$ cat config.mk
export PLATFORM = sky130hd
export DESIGN_NAME = seq_comparator
export DESIGN_NICKNAME = d
export VERILOG_FILES = /design/src/rtl/seq_cmp_pkg.sv /design/src/rtl/cmp_slice.sv /design/src/rtl/seq_comparator.sv
export SDC_FILE = /design/constraint.sdc
export NUM_CORES = 1
export LEC_CHECK = 0
export BUFFER_PORTS_ARGS = -buffer_cell sky130_fd_sc_hd__buf_2
export CORE_MARGIN = 3
export CORE_UTILIZATION = 40
export CTS_BUF_LIST = sky130_fd_sc_hd__clkbuf_8
export DETAILED_ROUTE_END_ITERATION = 8
export GPL_ROUTABILITY_DRIVEN = 0
export PLACE_DENSITY = 0.68
export SLEW_MARGIN = 20
export SYNTH_ARGS = -nofsm -noshare
export SYNTH_HDL_FRONTEND = slang
export SYNTH_SLANG_ARGS = --single-unit
export TNS_END_PERCENT = 100
$ cat constraint.sdc
create_clock -name clk -period 2.7 [get_ports clk]
set_input_delay 0.405 -clock clk [delete_from_list [all_inputs] [get_ports clk]]
set_output_delay 0.405 -clock clk [all_outputs]
set_load 0.02 [all_outputs]
$ cat src/rtl/seq_cmp_pkg.sv
// -----------------------------------------------------------------------------
// seq_cmp_pkg
// Shared types and helpers for the sequential magnitude comparator:
//   state_t          - controller FSM states (IDLE / RUN / DONE)
//   result_t         - one-hot result encoding {lt, eq, gt}
//   chunk_cfg_ok     - parameter legality check (WIDTH must be a multiple of CHUNK)
//   resolve_cascade  - folds the cascade inputs into a fully-equal result
// -----------------------------------------------------------------------------
package seq_cmp_pkg;

  typedef enum logic [1:0] {
    S_IDLE = 2'd0,
    S_RUN  = 2'd1,
    S_DONE = 2'd2
  } state_t;

  // Bit order matches the output flags {lt_out, eq_out, gt_out}.
  typedef enum logic [2:0] {
    RES_LT = 3'b100,
    RES_EQ = 3'b010,
    RES_GT = 3'b001
  } result_t;

  function automatic bit chunk_cfg_ok(input int width, input int chunk);
    return (chunk > 0) && (width >= chunk) && ((width % chunk) == 0);
  endfunction

  // A decided (unequal) result always wins. Only when every slice matched do
  // the less-significant stage's flags matter, with priority eq > gt > lt and
  // EQ as the answer when none of them is set.
  function automatic result_t resolve_cascade(input result_t r,
                                              input logic    lt_in,
                                              input logic    eq_in,
                                              input logic    gt_in);
    if (r != RES_EQ) return r;
    if (eq_in)       return RES_EQ;
    if (gt_in)       return RES_GT;
    if (lt_in)       return RES_LT;
    return RES_EQ;
  endfunction

endpackage

$ cat src/rtl/cmp_slice.sv
// -----------------------------------------------------------------------------
// cmp_slice
// Combinational CHUNK-bit magnitude comparator with cascade in/out. The cascade
// input carries the result of the more-significant slices already examined;
// once that result is unequal it passes straight through, so only the first
// differing slice ever decides.
// Ports:
//   a, b        CHUNK-bit slices of the two operands
//   invert_msb  flip both slice MSBs (turns a signed compare into unsigned)
//   cas_in      result so far from more-significant slices
//   cas_out     result including this slice
// -----------------------------------------------------------------------------
module cmp_slice
  import seq_cmp_pkg::*;
#(
  parameter int CHUNK = 4
) (
  input  logic [CHUNK-1:0] a,
  input  logic [CHUNK-1:0] b,
  input  logic             invert_msb,
  input  result_t          cas_in,
  output result_t          cas_out
);

  logic [CHUNK-1:0] a_x;
  logic [CHUNK-1:0] b_x;

  // NOTE: every variable assigned in this block gets a default first, so no
  // path leaves a value unassigned and no latch is inferred.
  always_comb begin
    a_x     = a;
    b_x     = b;
    cas_out = cas_in;
    // Flipping the sign bit of both operands maps two's-complement ordering
    // onto unsigned ordering.
    if (invert_msb) begin
      a_x[CHUNK-1] = ~a[CHUNK-1];
      b_x[CHUNK-1] = ~b[CHUNK-1];
    end
    if (cas_in == RES_EQ) begin
      if (a_x > b_x)      cas_out = RES_GT;
      else if (a_x < b_x) cas_out = RES_LT;
    end
  end

endmodule

$ cat src/rtl/seq_comparator.sv
// -----------------------------------------------------------------------------
// seq_comparator
// Sequential WIDTH-bit magnitude comparator that examines CHUNK bits per clock,
// most-significant slice first, reusing a single cmp_slice instance.
//
// Ports:
//   clk                     rising-edge clock
//   rst_n                   synchronous active-low reset
//   start                   request a compare (accepted only in IDLE)
//   a, b                    operands, latched on an accepted start
//   signed_mode             1 = two's-complement, 0 = unsigned (latched)
//   lt_in, eq_in, gt_in     cascade from a less-significant stage (latched)
//   busy                    high while in RUN
//   done                    one-cycle pulse in DONE
//   lt_out, eq_out, gt_out  result flags, held until the next done
//
// Configuration macro:
//   SEQ_CMP_EARLY_EXIT_EN   when defined, RUN ends on the cycle after the first
//                           unequal slice instead of always scanning every slice.
//
// Timing: slice k is compared during RUN cycle k and registered on the
// following edge; DONE is entered one edge after the deciding result is
// registered (or after the last slice), giving NCHUNK+1 clocks start-to-done,
// or k+2 clocks with early exit when slice k decides.
// -----------------------------------------------------------------------------
module seq_comparator
  import seq_cmp_pkg::*;
#(
  parameter int WIDTH = 16,
  parameter int CHUNK = 4
) (
  input  logic             clk,
  input  logic             rst_n,
  input  logic             start,
  input  logic [WIDTH-1:0] a,
  input  logic [WIDTH-1:0] b,
  input  logic             signed_mode,
  input  logic             lt_in,
  input  logic             eq_in,
  input  logic             gt_in,
  output logic             busy,
  output logic             done,
  output logic             lt_out,
  output logic             eq_out,
  output logic             gt_out
);

  localparam int NCHUNK = WIDTH / CHUNK;
  localparam int IDX_W  = $clog2(NCHUNK + 1);

  generate
    if (!chunk_cfg_ok(WIDTH, CHUNK)) begin : g_bad_cfg
      $error("seq_comparator: WIDTH must be a non-zero multiple of CHUNK");
    end
  endgenerate

  state_t           state_q;
  logic [WIDTH-1:0] a_q;
  logic [WIDTH-1:0] b_q;
  logic             signed_q;
  logic             cas_lt_q;
  logic             cas_eq_q;
  logic             cas_gt_q;
  logic [IDX_W-1:0] idx_q;
  result_t          res_q;
  logic [2:0]       flags_q;

  logic             invert_msb;
  result_t          slice_res;
  logic             last_slice_done;
  logic             finish;

  // The operand registers shift left each RUN cycle, so the slice under test is
  // always the top CHUNK bits and no variable part-select is needed.
  assign invert_msb      = signed_q && (idx_q == '0);
  assign last_slice_done = (idx_q == IDX_W'(NCHUNK));

`ifdef SEQ_CMP_EARLY_EXIT_EN
  assign finish = last_slice_done || (res_q != RES_EQ);
`else
  assign finish = last_slice_done;
`endif

  cmp_slice #(
    .CHUNK (CHUNK)
  ) u_slice (
    .a          (a_q[WIDTH-1 -: CHUNK]),
    .b          (b_q[WIDTH-1 -: CHUNK]),
    .invert_msb (invert_msb),
    .cas_in     (res_q),
    .cas_out    (slice_res)
  );

  // NOTE: sequential state uses non-blocking assignments so every register
  // samples the pre-edge values of the others, independent of statement order.
  always_ff @(posedge clk) begin
    if (!rst_n) begin
      // NOTE: the operand registers are reset too, not just the control state,
      // so nothing stale from an aborted compare survives a reset.
      state_q  <= S_IDLE;
      a_q      <= '0;
      b_q      <= '0;
      signed_q <= 1'b0;
      cas_lt_q <= 1'b0;
      cas_eq_q <= 1'b0;
      cas_gt_q <= 1'b0;
      idx_q    <= '0;
      res_q    <= RES_EQ;
      flags_q  <= 3'b000;
    end else begin
      unique case (state_q)
        S_IDLE: begin
          if (start) begin
            a_q      <= a;
            b_q      <= b;
            signed_q <= signed_mode;
            cas_lt_q <= lt_in;
            cas_eq_q <= eq_in;
            cas_gt_q <= gt_in;
            idx_q    <= '0;
            res_q    <= RES_EQ;
            state_q  <= S_RUN;
          end
        end
        S_RUN: begin
          if (finish) begin
            flags_q <= resolve_cascade(res_q, cas_lt_q, cas_eq_q, cas_gt_q);
            state_q <= S_DONE;
          end else begin
            res_q <= slice_res;
            a_q   <= a_q << CHUNK;
            b_q   <= b_q << CHUNK;
            idx_q <= idx_q + 1'b1;
          end
        end
        S_DONE: begin
          state_q <= S_IDLE;
        end
        default: begin
          state_q <= S_IDLE;
        end
      endcase
    end
  end

  assign busy                     = (state_q == S_RUN);
  assign done                     = (state_q == S_DONE);
  assign {lt_out, eq_out, gt_out} = flags_q;

endmodule

After elaboration in Yosys (flattened, before gate mapping)

Cells that the tools add are included.

Output and inout port bits: 5
Logic and storage cells: 84
Input port bits: 39
Register bits: 47

Bitwise logic cells: 2
Mux-type cells: 50
Equality and inequality tests: 10
$lt $le $gt $ge: 2
Add/sub/neg operators: 1
Reduce and logical (&&, ||, !) cells: 9

Operators with widths:

| kind                                                | number |
|---|---|
| 2-to-1 mux 16 bit                                   | 4 |
| case mux 16 bit (2 select lines)                    | 2 |
| 2-to-1 mux 3 bit                                    | 15 |
| 2-to-1 mux 1 bit                                    | 24 |
| case mux 3 bit (2 select lines)                     | 2 |
| AND reduction 2 bit                                 | 3 |
| AND reduction 5 bit                                 | 1 |
| > comparator 4 bit                                  | 1 |
| less-than comparator 4 bit                          | 1 |
| 2-to-1 mux 2 bit                                    | 2 |
| != test 2 x 1 -> 1 bit, second input constant       | 2 |
| != test 2 bit, second input constant                | 2 |
| case mux 2 bit (2 select lines)                     | 1 |
| adder 3 x 1 -> 3 bit, second input constant         | 1 |
| equality test 3 x 2 -> 1 bit, second input constant | 1 |
| equality test 3 bit, second input constant          | 1 |
| zero test 3 bit                                     | 1 |
| != test 3 x 1 -> 1 bit, second input constant       | 1 |
| != test 3 x 2 -> 1 bit, second input constant       | 1 |
| AND reduction 3 bit                                 | 1 |
| equality test 2 x 1 -> 1 bit, second input constant | 1 |
| equality test 2 bit, second input constant          | 1 |
| zero test 2 bit                                     | 1 |
| inverter 1 bit                                      | 2 |
| other kinds (2)                                     | 2 |

Longest topological paths before layout

Gate-level depths: netlist (run 1).

Depth in word-level cells: 24
Mapped depth: 7
Depth with buffers taken out: 6

Modules after synthesis

Synthesis (run 1) repeated with hierarchy kept, for this count alone.

Cells, all modules: 200
Area, all modules: 2244.7 µm²

Modules (own cells, without submodules):

| module         | cells each | times used | seq. area each (µm²) | area each (µm²) |
|---|---|---|---|---|
| seq_comparator | 177        | 1          | 940.9                | 2058.2 |
| cmp_slice      | 23         | 1          | 0.0                  | 186.4 |

Worst setup path after synthesis (run 1)

OpenSTA, ideal clock, no wires.

Path type: flip-flop to flip-flop
Start point: register idx_q[0]
End point: register a_q[1]
Required time: 2.572 ns
Clock period less this slack: 1.635 ns
Arrival time: 1.508 ns
Setup slack: 1.065 ns
Cell stages (with the launch flop): 8
Buffers on the path: 1
Library setup time: 0.128 ns
Path through: dfxtp_1 -> inv_1 -> ha_1 -> and3_1 -> or3_1 -> buf_2 -> a22oi_1 -> nor2_1

Word-level cells in the longest chain between the ends: 3

Ends and longest elaborated chain:

| item                          | RTL line              | RTL |
|---|---|---|
| start: declaration            | seq_comparator.sv:64  | `logic [IDX_W-1:0] idx_q;` |
| start signal: assignment      | seq_comparator.sv:133 | `idx_q <= idx_q + 1'b1;` |
| equality test 3 bit           | seq_comparator.sv:76  | `assign last_slice_done = (idx_q == IDX_W'(NCHUNK));` |
| != test 2 bit (no line)       | -                     |  |
| AND reduction 3 bit (no line) | -                     |  |
| end signal: assignment        | seq_comparator.sv:131 | `a_q <= a_q << CHUNK;` |
| end: declaration              | seq_comparator.sv:58  | `logic [WIDTH-1:0] a_q;` |

Every way passes these cells.
A chain may end at the register's enable or synchronous reset.

Final worst setup path (run 1)

Start point: register state_q[1]
End point: output busy

Word-level cells in the longest chain between the ends: 1

Ends and longest elaborated chain:

| item                         | RTL line              | RTL |
|---|---|---|
| start: declaration           | seq_comparator.sv:57  | `state_t state_q;` |
| start signal: assignment     | seq_comparator.sv:100 | `state_q <= S_IDLE;` |
| start signal: assignment     | seq_comparator.sv:122 | `state_q <= S_RUN;` |
| start signal: assignment     | seq_comparator.sv:128 | `state_q <= S_DONE;` |
| equality test 2 x 1 -> 1 bit | seq_comparator.sv:146 | `assign busy = (state_q == S_RUN);` |
| end: declaration             | seq_comparator.sv:41  | `output logic busy,` |

Every way passes these cells.

==> report_table.html, run 1 <==
<table>
<tr><th>Metric</th><th>Value</th></tr>
<tr><th colspan="2">Status</th></tr>
<tr><td>Run status</td><td>completed</td></tr>
<tr><th colspan="2">Synthesis</th></tr>
<tr><td>Count of unique library cells instantiated by Yosys</td><td>38</td></tr>
<tr><td>Cells after Synth</td><td>roughly 260</td></tr>
<tr><td>Ys async rst share</td><td>0%</td></tr>
<tr><td>EDFF count, synth</td><td>0</td></tr>
<tr><td>Part of the Yosys area used for sequential elements</td><td>44.7%</td></tr>
<tr><td>Most area-hungry cell type in the Yosys netlist</td><td>sky130_fd_sc_hd__dfxtp_1</td></tr>
<tr><td>Synth Net Count</td><td>299</td></tr>
<tr><td>Yosys warnings</td><td>0</td></tr>
<tr><td>Synth Register Bits</td><td>47</td></tr>
<tr><td>Commonest register cell after synthesis</td><td>sky130_fd_sc_hd__dfxtp_1</td></tr>
<tr><td>Yosys top cell area share</td><td>around 45%</td></tr>
<tr><td>Post-synthesis average cell area</td><td>between 8 and 9 µm²</td></tr>
<tr><td>Cell types occupying the most area after synthesis</td><td>sky130_fd_sc_hd__dfxtp_1 (45%), sky130_fd_sc_hd__nand2_1 (11%), sky130_fd_sc_hd__a311oi_1 (9.6%)</td></tr>
<tr><td>Synthesized cell area</td><td>2110 µm²</td></tr>
<tr><th colspan="2">Hold path</th></tr>
<tr><td>Path class of the lowest-slack min-delay path</td><td>in -&gt; reg</td></tr>
<tr><th colspan="2">Timing</th></tr>
<tr><td>Worst clock skew</td><td>0.00907 ns</td></tr>
<tr><td>Number of pins exceeding their max-slew limit in the final report</td><td>0</td></tr>
<tr><td>Shortest period the worst path allows</td><td>2.13 ns</td></tr>
<tr><td>Worst hold slack after final layout</td><td>0.328 ns</td></tr>
<tr><td>Setup repair after global routing missed its margin</td><td>no</td></tr>
<tr><td>Maximum achievable frequency</td><td>470 MHz</td></tr>
<tr><td>Period Utilization, post-route</td><td>approximately 79%</td></tr>
<tr><td>Slew at the pin closest to its max-slew limit</td><td>roughly 0.45 ns</td></tr>
<tr><td>Hold Fails Final Rpt</td><td>0</td></tr>
<tr><td>Remaining max-slew budget at the tightest pin</td><td>70.1%</td></tr>
<tr><td>Count of endpoints failing setup in the final report</td><td>0</td></tr>
<tr><td>Fin Setup TNS</td><td>0 ns</td></tr>
<tr><th colspan="2">Global routing</th></tr>
<tr><td>Overall Global Routing Usage</td><td>~15%</td></tr>
<tr><td>Maximum number of pins on one net before global-route repair</td><td>50</td></tr>
<tr><td>Via count of the first global-routing pass</td><td>1,624</td></tr>
<tr><td>Global-route wire length before repair</td><td>7.35 mm</td></tr>
<tr><td>Initial antenna violation count</td><td>0</td></tr>
<tr><td>Total grt overflow</td><td>0</td></tr>
<tr><th colspan="2">Clock network</th></tr>
<tr><td>Maximum level of the CTS H-tree</td><td>2</td></tr>
<tr><td>Cts bufs inserted</td><td>5</td></tr>
<tr><td>Postcts setup bufs</td><td>0</td></tr>
<tr><td>Post-CTS resize count</td><td>0</td></tr>
<tr><td>Maximum clock insertion buffer count</td><td>2</td></tr>
<tr><td>CTS tree</td><td>done</td></tr>
<tr><td>Clock root buffer</td><td>sky130_fd_sc_hd__clkbuf_8</td></tr>
<tr><td>CTS clk-pin slew, worst paths</td><td>0.08 ns</td></tr>
<tr><td>Clock latency at the later pin of the worst-skew pair</td><td>between 0.3 and 0.4 ns</td></tr>
<tr><td>Sink count of the clock tree</td><td>47</td></tr>
<tr><td>Number of buffers added to fix hold violations after cts</td><td>0</td></tr>
<tr><th colspan="2">Job</th></tr>
<tr><td>Count of max-cap constraint violations</td><td>0</td></tr>
<tr><th colspan="2">Critical path</th></tr>
<tr><td>Worst R2R Setup Slack</td><td>0.86 ns</td></tr>
<tr><td>Kind of start point of the critical path</td><td>flip-flop</td></tr>
<tr><td>Kind of capture point of the worst setup path</td><td>output port</td></tr>
<tr><td>Worst endpoint data arrival time</td><td>between 1.5 and 2 ns</td></tr>
<tr><td>Data required time of the worst path</td><td>2.30 ns</td></tr>
<tr><td>CP Max Fanout</td><td>30</td></tr>
<tr><td>Path type of the worst setup path</td><td>reg -&gt; out</td></tr>
<tr><th colspan="2">Final layout</th></tr>
<tr><td>Proportion of layout cells with a drive suffix above 1</td><td>20.5%</td></tr>
<tr><td>Sequential Area</td><td>941 µm²</td></tr>
<tr><td>Area overhead of the layout relative to synthesis</td><td>15.7%</td></tr>
<tr><td>Net count of the finished layout</td><td>~340</td></tr>
<tr><td>Area of combinational cells with multiple inputs</td><td>between 1000 and 1500 µm²</td></tr>
<tr><td># fillers</td><td>495</td></tr>
<tr><td>Antenna diodes</td><td>0</td></tr>
<tr><th colspan="2">Die</th></tr>
<tr><td>Row count</td><td>25</td></tr>
<tr><td>Die height</td><td>78.6 µm</td></tr>
<tr><td>Die outline width</td><td>a little under 80 µm</td></tr>
<tr><td>Initial core utilization</td><td>42.9%</td></tr>
<tr><td>Die ar.</td><td>6170 µm²</td></tr>
<tr><td>Core ar.</td><td>4910 µm²</td></tr>
<tr><td># IOs</td><td>44</td></tr>
<tr><th colspan="2">Route</th></tr>
<tr><td>Number of nets with antenna violations after detailed routing</td><td>0</td></tr>
<tr><td>DRC Markers</td><td>0</td></tr>
<tr><td>Iter 0 DRT Violations</td><td>144</td></tr>
<tr><td>Total number of vias</td><td>roughly 1,800</td></tr>
<tr><td>Detail-routed via count per cell</td><td>5.09</td></tr>
<tr><td>Final Routed Wirelength</td><td>4.49 mm</td></tr>
<tr><td>Final routed wire length divided by cell count</td><td>12.5 µm</td></tr>
<tr><td>Iteration count of the initial detailed-routing pass</td><td>4</td></tr>
<tr><th colspan="2">Placement</th></tr>
<tr><td>PortBufs</td><td>between 40 and 50</td></tr>
<tr><td>Final HPWL DP</td><td>around 3.1 mm</td></tr>
<tr><th colspan="2">Power</th></tr>
<tr><td>VDD IR-drop max</td><td>0.297 mV</td></tr>
<tr><td>Power density relative to cell area</td><td>625 nW/µm²</td></tr>
<tr><td>Static leakage power</td><td>a little over 1 nW</td></tr>
</table>
[cell usage after synthesis, types with 3 or more instances]
cell / count
sky130_fd_sc_hd__nand3b_1: 3
sky130_fd_sc_hd__o21ai_0: 6
sky130_fd_sc_hd__a21oi_1: 9
sky130_fd_sc_hd__o211ai_1: 3
sky130_fd_sc_hd__nand2_1: 59
sky130_fd_sc_hd__dfxtp_1: 47
sky130_fd_sc_hd__and3_1: 3
sky130_fd_sc_hd__nor2_1: 42
sky130_fd_sc_hd__buf_2: 6
sky130_fd_sc_hd__and2_1: 3
sky130_fd_sc_hd__a22oi_1: 8
sky130_fd_sc_hd__a311oi_1: 23
sky130_fd_sc_hd__inv_1: 7
sky130_fd_sc_hd__ha_1: 5
sky130_fd_sc_hd__buf_6: 4
sky130_fd_sc_hd__clkbuf_1: 5
[state kept, by name, summed over array words and instances, names as in the netlist]
register	flops
res_q	3
cas_lt_q	1
state_q	2
a_q	16
signed_q	1
flags_q	3
cas_eq_q	1
b_q	16
idx_q	3
cas_gt_q	1
[metrics by stage]
step           instance area (µm²)  worst slack, ns  util [%]  cells  total power [mW]
6_report                      2440            0.574      49.6    359              1.52
4_1_cts                       2440            0.573      49.6    359              1.53
3_5_place_dp                  2320            0.873      47.2    351              1.00
5_1_grt                       2440            0.475      49.6    359              1.59
3_3_place_gp                  2320            0.926      47.2    351             0.998
2_1_floorplan                 2110             1.06         -    255             0.944
[report_power, final]
part	total, mW	switching (mW)	internal, mW
clock	0.539	0.240	0.300
combinational	0.214	0.123	0.0906
sequential	0.770	0.0296	0.741
total	1.52	0.392	1.13
[cells by family after synthesis]
kind of cell    Yosys count  share of synthesized area (%)
fa+ha+maj                 5                           2.97
compound gates           57                           20.6
simple gates            122                           25.5
flops                    47                           44.7
buf+inv                  24                           6.24
[layout by cell type, fill, tap and decap left out, types with 2 or more instances in the layout]
cell                       synthesis  layout
sky130_fd_sc_hd__a22oi_1           8       8
sky130_fd_sc_hd__and3_1            3       3
sky130_fd_sc_hd__nor2_1           42      42
sky130_fd_sc_hd__nand2_1          59      59
sky130_fd_sc_hd__ha_1              5       5
sky130_fd_sc_hd__a311oi_1         23      23
sky130_fd_sc_hd__inv_1             7       7
sky130_fd_sc_hd__o211ai_1          3       3
sky130_fd_sc_hd__buf_4             1       2
sky130_fd_sc_hd__and2_1            3       3
sky130_fd_sc_hd__nand3b_1          3       3
sky130_fd_sc_hd__o21ai_0           6       6
sky130_fd_sc_hd__buf_2             6      43
sky130_fd_sc_hd__a21oi_1           9       9
sky130_fd_sc_hd__clkbuf_8          0       6
sky130_fd_sc_hd__dfxtp_1          47      47
[final timing paths]
| kind | endpoint | depth (start not counted) | start |
|---|---|---|---|
| hold / removal | cas_eq_q$_SDFFE_PN0P_ | 3 | eq_in |
| setup reg to reg | b_q[13]$_SDFFE_PN0P_ | 7 | idx_q[0]$_SDFFE_PN0P_ |
| hold reg to reg | cas_lt_q$_SDFFE_PN0P_ | 2 | cas_lt_q$_SDFFE_PN0P_ |
| setup / recovery | busy | 3 | state_q[1]$_SDFFE_PN0P_ |
[final cells by class]
cell class	count	share of cell area, %
tap	67	3.44
clock inverter	2	1.44
multi-input combinational	184	42.5
timing repair buffer	45	9.45
sequential	47	38.6
clock buffer	6	3.39
inverter	8	1.23
[per-layer routing]
metal  vias to the layer above  part of all wire [%]  GRT usage [%]
li1                        969                     -              -
met1                       822                    50           19.9
met2                        31                    44           22.8
met3                         6                   4.4           4.82
met4                         0                   1.5           5.77
met5                         -                     0              0
[worst max-delay path: stages (launching register included)]
cell and delay [ns]:
sky130_fd_sc_hd__dfxtp_1 0.38, sky130_fd_sc_hd__or2b_4 0.40, sky130_fd_sc_hd__inv_2 0.37, sky130_fd_sc_hd__buf_2 0.25
No activity file was read; power rests on OpenSTA's default activity.
==> run 2, diff against run 1 <==
PLACE_DENSITY = 0.71   (was 0.68)
clock period = 1.95 ns   (was 2.7 ns; I/O delays follow)
==> run 2 against run 1 <==
Global-route usage decreased by 0.27 points. Clock power rose by 7.8%. Sequential power grew 39%. Die area did not move. Clock skew shrank 0.0018 ns. Largest cell class unchanged. Non-clock buffer count grew 3. Clock-buffer cell count decreased by 1. Critical path type is now reg -> reg. Critical path depth up 3.
==> report_table.html, run 2 (same netlist as run 1, synthesis figures left out) <==
<table>
<tr><th>Metric</th><th>Value</th></tr>
<tr><th colspan="2">Route</th></tr>
<tr><td>Routed wl met3</td><td>202 µm</td></tr>
<tr><td>Detail-routed via count per cell</td><td>5.11</td></tr>
<tr><td>Routed met2 length</td><td>2.01 mm</td></tr>
<tr><td>Iteration count of the initial detailed-routing pass</td><td>4</td></tr>
<tr><td>Post-Route M1 WL</td><td>2.30 mm</td></tr>
<tr><td>Final routed wire length divided by cell count</td><td>~13 µm</td></tr>
<tr><td>Total number of vias</td><td>1,849</td></tr>
<tr><td>DRC Markers</td><td>0</td></tr>
<tr><td>Iter 0 DRT Violations</td><td>101</td></tr>
<tr><td>Number of nets with antenna violations after detailed routing</td><td>0</td></tr>
<tr><td>Max layer used</td><td>met4</td></tr>
<tr><td>Final Routed Wirelength</td><td>between 4 and 5 mm</td></tr>
<tr><th colspan="2">Power</th></tr>
<tr><td>VDD IR-drop max</td><td>between 0.4 and 0.5 mV</td></tr>
<tr><td>Static leakage power</td><td>between 1 and 1.5 nW</td></tr>
<tr><td>Power density relative to cell area</td><td>799 nW/µm²</td></tr>
<tr><th colspan="2">Final layout</th></tr>
<tr><td>Proportion of layout cells with a drive suffix above 1</td><td>21.4%</td></tr>
<tr><td>Commonest non-fill, non-tap cells in the layout</td><td>sky130_fd_sc_hd__nand2_1 (59), sky130_fd_sc_hd__dfxtp_1 (47), sky130_fd_sc_hd__buf_2 (43), sky130_fd_sc_hd__nor2_1 (42), sky130_fd_sc_hd__a311oi_1 (23)</td></tr>
<tr><td>Antenna diodes</td><td>0</td></tr>
<tr><td>Non-filler instance count after layout</td><td>about 360</td></tr>
<tr><td>Most common library cell in the layout ignoring fill and taps</td><td>sky130_fd_sc_hd__nand2_1</td></tr>
<tr><td>Area overhead of the layout relative to synthesis</td><td>16.5%</td></tr>
<tr><td>Top Registers</td><td>a_q: 16 flops, b_q: 16 flops</td></tr>
<tr><td>Net count of the finished layout</td><td>approximately 340</td></tr>
<tr><td># fillers</td><td>497</td></tr>
<tr><th colspan="2">Clock network</th></tr>
<tr><td>Postcts setup bufs</td><td>0</td></tr>
<tr><td>Clock root buffer</td><td>sky130_fd_sc_hd__clkbuf_8</td></tr>
<tr><td>Cts bufs inserted</td><td>5</td></tr>
<tr><td>CTS clk-pin slew, worst paths</td><td>0.09 ns</td></tr>
<tr><td>Number of buffers added to fix hold violations after cts</td><td>0</td></tr>
<tr><td>CTS tree</td><td>done</td></tr>
<tr><td>Maximum level of the CTS H-tree</td><td>2</td></tr>
<tr><td>Clock latency at the later pin of the worst-skew pair</td><td>0.30 ns</td></tr>
<tr><td>Post-CTS resize count</td><td>0</td></tr>
<tr><td>Sink count of the clock tree</td><td>47</td></tr>
<tr><td>Maximum clock insertion buffer count</td><td>2</td></tr>
<tr><th colspan="2">Critical path</th></tr>
<tr><td>Worst R2R Start</td><td>idx_q[0]$_SDFFE_PN0P_</td></tr>
<tr><td>Worst endpoint data arrival time</td><td>1.97 ns</td></tr>
<tr><td>Kind of capture point of the worst setup path</td><td>flip-flop</td></tr>
<tr><td>Cells traversed along the worst timing path</td><td>inv_1 -&gt; ha_1 -&gt; and3_1 -&gt; or3_1 -&gt; a22oi_1 -&gt; nor2_1</td></tr>
<tr><td>Crit. path cell count</td><td>6</td></tr>
<tr><td>Kind of start point of the critical path</td><td>flip-flop</td></tr>
<tr><td>CP Max Fanout</td><td>11</td></tr>
<tr><td>Family with the most delay on the worst path</td><td>simple AND/OR/NAND/NOR gates</td></tr>
<tr><td>Data required time of the worst path</td><td>between 2 and 2.5 ns</td></tr>
<tr><td>Path type of the worst setup path</td><td>reg -&gt; reg</td></tr>
<tr><td>Standard cell with the maximum stage delay on the critical path</td><td>sky130_fd_sc_hd__or3_1</td></tr>
<tr><td>Buf+Inv Stages, Crit Path</td><td>1</td></tr>
<tr><td>Worst R2R Setup Slack</td><td>0.17 ns</td></tr>
<tr><td>Peak per-stage delay on the critical path</td><td>about 0.5 ns</td></tr>
<tr><td>Depth of the worst register-to-register path</td><td>6</td></tr>
<tr><td>Worst reg2reg endpoint</td><td>a_q[0]$_SDFFE_PN0P_</td></tr>
<tr><th colspan="2">Global routing</th></tr>
<tr><td>Global-route wire length before repair</td><td>7.42 mm</td></tr>
<tr><td>Via count of the first global-routing pass</td><td>between 1,500 and 2,000</td></tr>
<tr><td>Maximum number of pins on one net before global-route repair</td><td>50</td></tr>
<tr><td>Initial antenna violation count</td><td>0</td></tr>
<tr><td>Overall Global Routing Usage</td><td>14.8%</td></tr>
<tr><td>Total grt overflow</td><td>0</td></tr>
<tr><th colspan="2">Timing</th></tr>
<tr><td>Remaining max-slew budget at the tightest pin</td><td>70.5%</td></tr>
<tr><td>Count of endpoints failing setup in the final report</td><td>0</td></tr>
<tr><td>Hold Fails Final Rpt</td><td>0</td></tr>
<tr><td>Shortest period the worst path allows</td><td>1.78 ns</td></tr>
<tr><td>Period Utilization, post-route</td><td>91.1%</td></tr>
<tr><td>Slew at the pin closest to its max-slew limit</td><td>0.443 ns</td></tr>
<tr><td>Number of pins exceeding their max-slew limit in the final report</td><td>0</td></tr>
<tr><td>Fin Setup TNS</td><td>0 ns</td></tr>
<tr><td>Setup repair after global routing missed its margin</td><td>no</td></tr>
<tr><td>Maximum achievable frequency</td><td>about 560 MHz</td></tr>
<tr><td>Worst clock skew</td><td>0.00731 ns</td></tr>
<tr><th colspan="2">Die</th></tr>
<tr><td>Core ar.</td><td>4910 µm²</td></tr>
<tr><td>Die height</td><td>slightly below 80 µm</td></tr>
<tr><td>Die ar.</td><td>6170 µm²</td></tr>
<tr><td>Row count</td><td>25</td></tr>
<tr><td>Initial core utilization</td><td>42.9%</td></tr>
<tr><td># IOs</td><td>between 40 and 50</td></tr>
<tr><td>Die outline width</td><td>78.6 µm</td></tr>
<tr><th colspan="2">Job</th></tr>
<tr><td>Count of max-cap constraint violations</td><td>0</td></tr>
<tr><th colspan="2">Placement</th></tr>
<tr><td>PortBufs</td><td>43</td></tr>
<tr><td>Cell count after placement</td><td>approximately 350</td></tr>
<tr><td>Final HPWL DP</td><td>3.31 mm</td></tr>
<tr><th colspan="2">Hold path</th></tr>
<tr><td>Hold wc startpoint</td><td>b[0]</td></tr>
<tr><td>Path class of the lowest-slack min-delay path</td><td>in -&gt; reg</td></tr>
<tr><td>Number of cells on the worst hold path</td><td>3</td></tr>
<tr><td>Sink of the worst hold path</td><td>b_q[0]$_SDFFE_PN0P_</td></tr>
<tr><th colspan="2">Status</th></tr>
<tr><td>Run status</td><td>completed</td></tr>
</table>
==> run 2: cell types whose count changed in the layout (fill, tap and decap cells not counted) <==
cell,change
sky130_fd_sc_hd__clkbuf_8,-1
sky130_fd_sc_hd__bufinv_16,-1
sky130_fd_sc_hd__inv_6,+1
sky130_fd_sc_hd__buf_4,+1
sky130_fd_sc_hd__buf_12,+2
sky130_fd_sc_hd__clkinv_2,+1
==> run 2: final cells by class <==
type | instances | area (µm²) | share of cell area (%)
Tap cell | 67 | 83.8 | 3.41
Multi-Input combinational cell | 184 | 1030 | 42.2
Inverter | 8 | 30.0 | 1.22
Clock buffer | 5 | 68.8 | 2.80
Sequential cell | 47 | 941 | 38.3
Timing Repair Buffer | 48 | 278 | 11.3
Clock inverter | 3 | 18.8 | 0.765
==> run 2: per-stage QoR <==
stage	hold slack (ns)	setup slack [ns]	util, %	power, mW	instance area (µm²)
3_3_place_gp	0.461	0.250	48.2	1.40	2370
3_5_place_dp	0.462	0.181	48.2	1.40	2370
6_report	0.232	0.174	50.0	1.96	2450
4_1_cts	0.225	0.168	50.0	1.98	2450
5_1_grt	0.248	0.0419	50.0	2.06	2450
2_1_floorplan	0.428	0.315	-	1.31	2110
==> run 2: worst max-delay path by stage <==
| stage | start | to | slack (ns) |
|---|---|---|---|
| 2_1_floorplan | idx_q[0]$_SDFFE_PN0P_ | a_q[1]$_SDFFE_PN0P_ | 0.31 |
| 3_3_place_gp | idx_q[0]$_SDFFE_PN0P_ | a_q[3]$_SDFFE_PN0P_ | 0.25 |
| 3_5_place_dp | idx_q[0]$_SDFFE_PN0P_ | a_q[0]$_SDFFE_PN0P_ | 0.18 |
| 4_1_cts | idx_q[0]$_SDFFE_PN0P_ | a_q[0]$_SDFFE_PN0P_ | 0.17 |
| 5_1_grt | idx_q[0]$_SDFFE_PN0P_ | b_q[3]$_SDFFE_PN0P_ | 0.04 |
| 6_report | idx_q[0]$_SDFFE_PN0P_ | a_q[0]$_SDFFE_PN0P_ | 0.17 |
==> run 2: layer usage <==
layer / GRT usage [%] / up-vias
met1: 21.4 / 833
met4: 4.72 / 0
met5: 0 / -
met3: 3.10 / 5
li1: - / 972
met2: 21.8 / 39
==> run 2: tightest hold or removal path, delay by kind of cell <==
family                 cells  cell delay (ns)
and+or+nand+nor            1             0.07
AOI/OAI and AO/OA          1             0.05
buffers and inverters      1             0.08
==> run 2: report_power, final <==
part           internal (mW)  switching, mW  total, mW
Clock                  0.253          0.328      0.581
Sequential              1.03         0.0406       1.07
Combinational          0.138          0.176      0.314
Total                   1.42          0.545       1.96
